File: src/rtl/mod_counter_if.sv
// mod_counter_if: control and status bundle for the modulo counter
interface mod_counter_if #(parameter int WIDTH = 6);
  logic             clear;
  logic             load;
  logic [WIDTH-1:0] load_val;
  logic             count_en;
  logic             up;
  logic [WIDTH-1:0] pout;
  logic             cout;
  logic             at_limit;
  logic             ovf;
  modport master (output clear, load, load_val, count_en, up, input pout, cout, at_limit, ovf);
  modport slave  (input clear, load, load_val, count_en, up, output pout, cout, at_limit, ovf);
endinterface

File: src/rtl/mod_counter.sv
// mod_counter: modulo up/down counter with wrap or saturate, registered wrap pulse and sticky overflow
module mod_counter #(
  parameter int WIDTH    = 6,
  parameter int MODULUS  = 64,
  parameter int SATURATE = 0
) (
  input logic         clk,
  input logic         reset,
  mod_counter_if.slave bus
);
  localparam logic [WIDTH-1:0] MAX = WIDTH'(MODULUS - 1);
  localparam logic [WIDTH:0]   MOD_W = (WIDTH+1)'(MODULUS);
  logic [WIDTH-1:0] pout, step, nxt, ld;
  logic             cout, ovf, lim;
  always_comb begin
    lim  = bus.up ? (pout == MAX) : (pout == '0);
    step = bus.up ? pout + WIDTH'(1) : pout - WIDTH'(1);
    nxt  = lim ? ((SATURATE != 0) ? pout : (bus.up ? '0 : MAX)) : step;
    // out-of-range loads clamp so the register never leaves 0..MODULUS-1
    ld   = ({1'b0, bus.load_val} >= MOD_W) ? MAX : bus.load_val;
  end
  always_ff @(posedge clk) begin
    if (!reset || bus.clear) begin
      pout <= '0;
      cout <= 1'b0;
      ovf  <= 1'b0;
    end else if (bus.load) begin
      pout <= ld;
      cout <= 1'b0;
    end else if (bus.count_en) begin
      pout <= nxt;
      cout <= lim;
      ovf  <= ovf | lim;
    end else begin
      cout <= 1'b0;
    end
  end
  assign bus.pout     = pout;
  assign bus.cout     = cout;
  assign bus.ovf      = ovf;
  assign bus.at_limit = lim;
endmodule

File: src/flat_wrapper.sv
// flat-port wrapper written by rule: the top's interface ports become plain ports
module mod_counter_flat 
#(
  parameter int WIDTH    = 6,
  parameter int MODULUS  = 64,
  parameter int SATURATE = 0
)
  (clk, reset, bus_clear, bus_load, bus_load_val, bus_count_en, bus_up, bus_pout, bus_cout, bus_at_limit, bus_ovf);
  mod_counter_if #(.WIDTH(WIDTH)) bus_i ();
  input logic clk;
  input logic reset;
  input wire logic [$bits(bus_i.clear)-1:0] bus_clear;
  input wire logic [$bits(bus_i.load)-1:0] bus_load;
  input wire logic [$bits(bus_i.load_val)-1:0] bus_load_val;
  input wire logic [$bits(bus_i.count_en)-1:0] bus_count_en;
  input wire logic [$bits(bus_i.up)-1:0] bus_up;
  output wire logic [$bits(bus_i.pout)-1:0] bus_pout;
  output wire logic [$bits(bus_i.cout)-1:0] bus_cout;
  output wire logic [$bits(bus_i.at_limit)-1:0] bus_at_limit;
  output wire logic [$bits(bus_i.ovf)-1:0] bus_ovf;
  assign bus_i.clear = bus_clear;
  assign bus_i.load = bus_load;
  assign bus_i.load_val = bus_load_val;
  assign bus_i.count_en = bus_count_en;
  assign bus_i.up = bus_up;
  assign bus_pout = bus_i.pout;
  assign bus_cout = bus_i.cout;
  assign bus_at_limit = bus_i.at_limit;
  assign bus_ovf = bus_i.ovf;
  mod_counter #(.WIDTH(WIDTH), .MODULUS(MODULUS), .SATURATE(SATURATE)) u_core (.clk(clk), .reset(reset), .bus(bus_i));
endmodule
File: config.mk
export PLATFORM = sky130hd
export DESIGN_NAME = mod_counter_flat
export DESIGN_NICKNAME = d
export VERILOG_FILES = /design/src/rtl/mod_counter_if.sv /design/src/rtl/mod_counter.sv /design/src/flat_wrapper.sv
export SDC_FILE = /design/constraint.sdc
export NUM_CORES = 1
export LEC_CHECK = 0
export CAP_MARGIN = 5
export CORE_ASPECT_RATIO = 1.25
export CORE_UTILIZATION = 40
export CTS_BUF_LIST = sky130_fd_sc_hd__clkbuf_4 sky130_fd_sc_hd__clkbuf_8 sky130_fd_sc_hd__clkbuf_16
export DETAILED_ROUTE_END_ITERATION = 12
export PLACE_DENSITY = 0.74
export SETUP_SLACK_MARGIN = 0.2
export SKIP_LAST_GASP = 1
export SLEW_MARGIN = 20
export SYNTH_ARGS = -nofsm -noshare
export SYNTH_HDL_FRONTEND = slang
export SYNTH_SLANG_ARGS = --single-unit
File: constraint.sdc
create_clock -name clk -period 1.7 [get_ports clk]
set_input_delay 0.17 -clock clk [delete_from_list [all_inputs] [get_ports clk]]
set_output_delay 0.17 -clock clk [all_outputs]
set_load 0.01 [all_outputs]
==> results list <==
- After the first detailed-routing iteration, the DRC count stood at 19.
- Cell types with the highest counts after synthesis: sky130_fd_sc_hd__nor2_1, sky130_fd_sc_hd__dfxtp_1, sky130_fd_sc_hd__a21oi_1
* Post-DR wirelength/cell: approximately 16 um
- The cell area that synthesis handed to floorplanning was 654 um^2.
- Subtracting the final worst setup slack from the clock period gives 1.56 ns.
- Crit path cell chain: ha_4 -> or2_2 -> a2111o_1 -> nand3_1
* Number of failing setup endpoints in the final timing report: 0
- Fin Clk Skew: 0.00744 ns
- Data arrives at the worst endpoint at 1.75 ns.
- Number of hold buffers added after CTS: 0
- Number of optimization iterations in the first detailed-route pass: 4
- VDD sags by at most between 0.0004 and 0.0005 V.
- Layout Cell Area excl Fill: about 1200 um^2
- Detailed-placement wirelength estimate: roughly 1400 um
- The largest individual stage delay along the critical path comes from the cell sky130_fd_sc_hd__a2111o_1.
* Clock Tree Root: sky130_fd_sc_hd__clkbuf_4
- Synthesis inferred 8 register bits.
* Fraction of registers with async set/reset: 0%
- The number of nets in the synthesized netlist is slightly below 100.
- Count of distinct cell types in the synthesized netlist: 36
- The first global-routing pass estimated 3010 um of wire.
* Hold violation count in the final report: 0
- In this run the remaining antenna-violating nets after routing total 0.
- Required time of the critical path: 1.90 ns
* Proportion of synthesized chip area in sequential cells: 24.5%
- Counting flops with a built-in enable in the synthesized netlist gives 0.
- Counting both buffers and inverters, the worst setup path holds a total of 0.
- The area growth from synthesis to layout is 75.9%.
- At the end of routability-driven placement, the weighted congestion stood at 0.795.
* DR DRC count: 0
- Utilization after layout: 79.7%
- CTS saw 8 sinks.
- Hold/Removal Path Class: reg2reg
- Clock tree from TritonCTS: built
* Dominant cell by count in the synthesized netlist: sky130_fd_sc_hd__nor2_1
- Entering global routing, the biggest net connects 13 pins.
- Buffers placed on the I/O ports in this run total 20.
- Total global-route track usage: 23.9%
* Clock latency of the later-clocked register in the worst-skew pair: 0.26 ns
* Final Slew Violations: 0
- The via count of the first global-routing pass is 725.
- Type of element launching the critical path: register
- Ratio of cells with drive above 1 in the final layout: about two fifths
- Status: complete, no violations
* P per Cell Area: 561 nW/um^2
* Count of vias placed by the detailed router: about 810
* Fraction of post-synthesis cell area in the top cell type by area: 24.5%
- Count of yosys warnings during synthesis: 0
- Top Family by Delay on Critical Path: compound AO/OA/AOI/OAI gates
* Max_cap viols: 0
* Post-synthesis instance total: 81
- In this run, CTS created clock tree buffers numbering 3.
* Final std cells w/o fill: 140
- After clock tree synthesis, the clock-pin slew on the worst setup and hold paths is 0.06 ns.
* Core area: 1450 um^2
- On the final layout, the worst hold slack is 0.457 ns.
- By area the synthesized netlist is led by sky130_fd_sc_hd__dfxtp_1, sky130_fd_sc_hd__ha_1, sky130_fd_sc_hd__nor2_1.
- Worst slew margin relative to its limit: 75.7%
- The biggest area contributor in the post-synthesis netlist is sky130_fd_sc_hd__dfxtp_1.
* Category of the critical setup timing path: reg2reg
- STA classifies the critical path endpoint as a register.
* Sum of overflow across all layers after global routing: 0
- The initial antenna violation count came to 0.
- Vert. Die Dim: 47.2 um
- Num ports: 21
- Maximum clock rate: between 0.6 and 0.7 GHz
- Once placement finished, the instance area stood at 1010 um^2.
- For this configuration, the core starts out at a cell density of ~45%.
* Number of antenna repair diodes: 0
* Period utilization: 91.6%
- Maximum level of the CTS H-tree: 1
- Final wirelength: around 2300 um
* Peak per-stage delay on the critical path: ~0.45 ns
- After detailed placement, the design holds a cell count of ~130.
- Largest fanout on the critical path: 6
* Number of buffers between clock root and the deepest sink: 2
- In the routed layout, each cell is associated on average with a via count of 5.76.
- Layout net count: 141
- At the pin with the least slew margin, the transition time is 0.356 ns.
* Average instance area after synthesis: ~8.1 um^2
- Measured along the x axis, the die boundary spans 38.2 um.
- Full die area: between 1500 and 2000 um^2
- For this design the static power due to leakage is roughly 0.47 nW.
- Main flop type after synthesis: sky130_fd_sc_hd__dfxtp_1
- Unrepaired setup endpoints after global routing: yes
- Core Rows: 15
layer usage:
layer / track usage, % / wire length (um) / vias up / share of wire (%)
li1: - / - / 383 / -
met1: 29.5 / 974 / 382 / 43
met2: 41.4 / 1120 / 29 / 49
met3: 1.42 / 67 / 12 / 2.9
met4: 12.9 / 119 / 0 / 5.2
met5: 0 / 0 / - / 0
worst reg2reg max path: stages (launching register included):
cell	delay, ns
sky130_fd_sc_hd__dfxtp_2	0.42
sky130_fd_sc_hd__ha_4	0.24
sky130_fd_sc_hd__or2_2	0.31
sky130_fd_sc_hd__a2111o_1	0.45
sky130_fd_sc_hd__nand3_1	0.09
cell families after synthesis:
group	share of synthesized area [%]
simple gates	27.9
buf+inv	3.82
compound gates	27.5
fa+ha+maj	10.7
flops	24.5
xor+xnor	4.02
mux	1.53
cells in the final DEF, fill, tap and decap left out, types with 2 or more instances in the layout:
cell	instances
sky130_fd_sc_hd__a21oi_1	5
sky130_fd_sc_hd__a21oi_2	2
sky130_fd_sc_hd__a311o_1	2
sky130_fd_sc_hd__buf_4	20
sky130_fd_sc_hd__clkbuf_4	4
sky130_fd_sc_hd__clkdlybuf4s50_1	18
sky130_fd_sc_hd__dfxtp_1	3
sky130_fd_sc_hd__dfxtp_2	3
sky130_fd_sc_hd__dfxtp_4	2
sky130_fd_sc_hd__ha_4	4
sky130_fd_sc_hd__inv_1	2
sky130_fd_sc_hd__nand2_1	2
sky130_fd_sc_hd__nand2b_1	3
sky130_fd_sc_hd__nand3_1	3
sky130_fd_sc_hd__nor2_1	10
sky130_fd_sc_hd__nor2b_1	2
sky130_fd_sc_hd__nor3_1	4
sky130_fd_sc_hd__o21ai_2	4
sky130_fd_sc_hd__xnor2_1	2
state kept, by name (all words and copies together), names as in the netlist:
signal and count:
u_core.bus.pout 6, u_core.bus.ovf 1, u_core.bus.cout 1
repair_timing:
item                                    4_1_cts  5_1_grt
gates resized for setup                      10       14
hold endpoints to repair                      0        0
buffers inserted                              4        0
gates cloned                                  0        0
pin swaps                                     7        3
endpoints found under the setup margin        6        7
power breakdown:
group	internal, mW	switching (mW)	leakage, nW
logic	0.143	0.111	0.381
clock network	0.106	0.0751	0.0184
registers	0.195	0.0151	0.0680
total	0.445	0.201	0.467
layout make-up:
| type | instances | area (um^2) |
|---|---|---|
| well taps | 17 | 21.3 |
| inverters | 3 | 11.3 |
| multi-input cells | 67 | 562 |
| repair buffers | 41 | 355 |
| flip-flops and latches | 8 | 171 |
| fillers | 112 | 294 |
| clock buffers | 4 | 30.0 |
metrics by stage:
stage	setup WS, ns	setup TNS, ns	power, mW
6_report	0.144	0	0.646
5_1_grt	0.113	0	0.673
4_1_cts	0.187	0	0.610
3_5_place_dp	-0.321	-1.62	0.418
3_3_place_gp	-0.291	-1.46	0.414
2_1_floorplan	0.196	0	0.314
path summary, 6_finish.rpt:
check | from | endpoint | slack (ns) | cells past startpoint
setup / recovery | u_core.bus.pout[4] | u_core.bus.pout[5] | 0.14 | 4
hold / removal | u_core.bus.ovf | u_core.bus.ovf | 0.46 | 2
setup reg to reg | u_core.bus.pout[4] | u_core.bus.pout[5] | 0.14 | 4
hold reg to reg | u_core.bus.ovf | u_core.bus.ovf | 0.46 | 2
(Power assumes the default switching activity.)
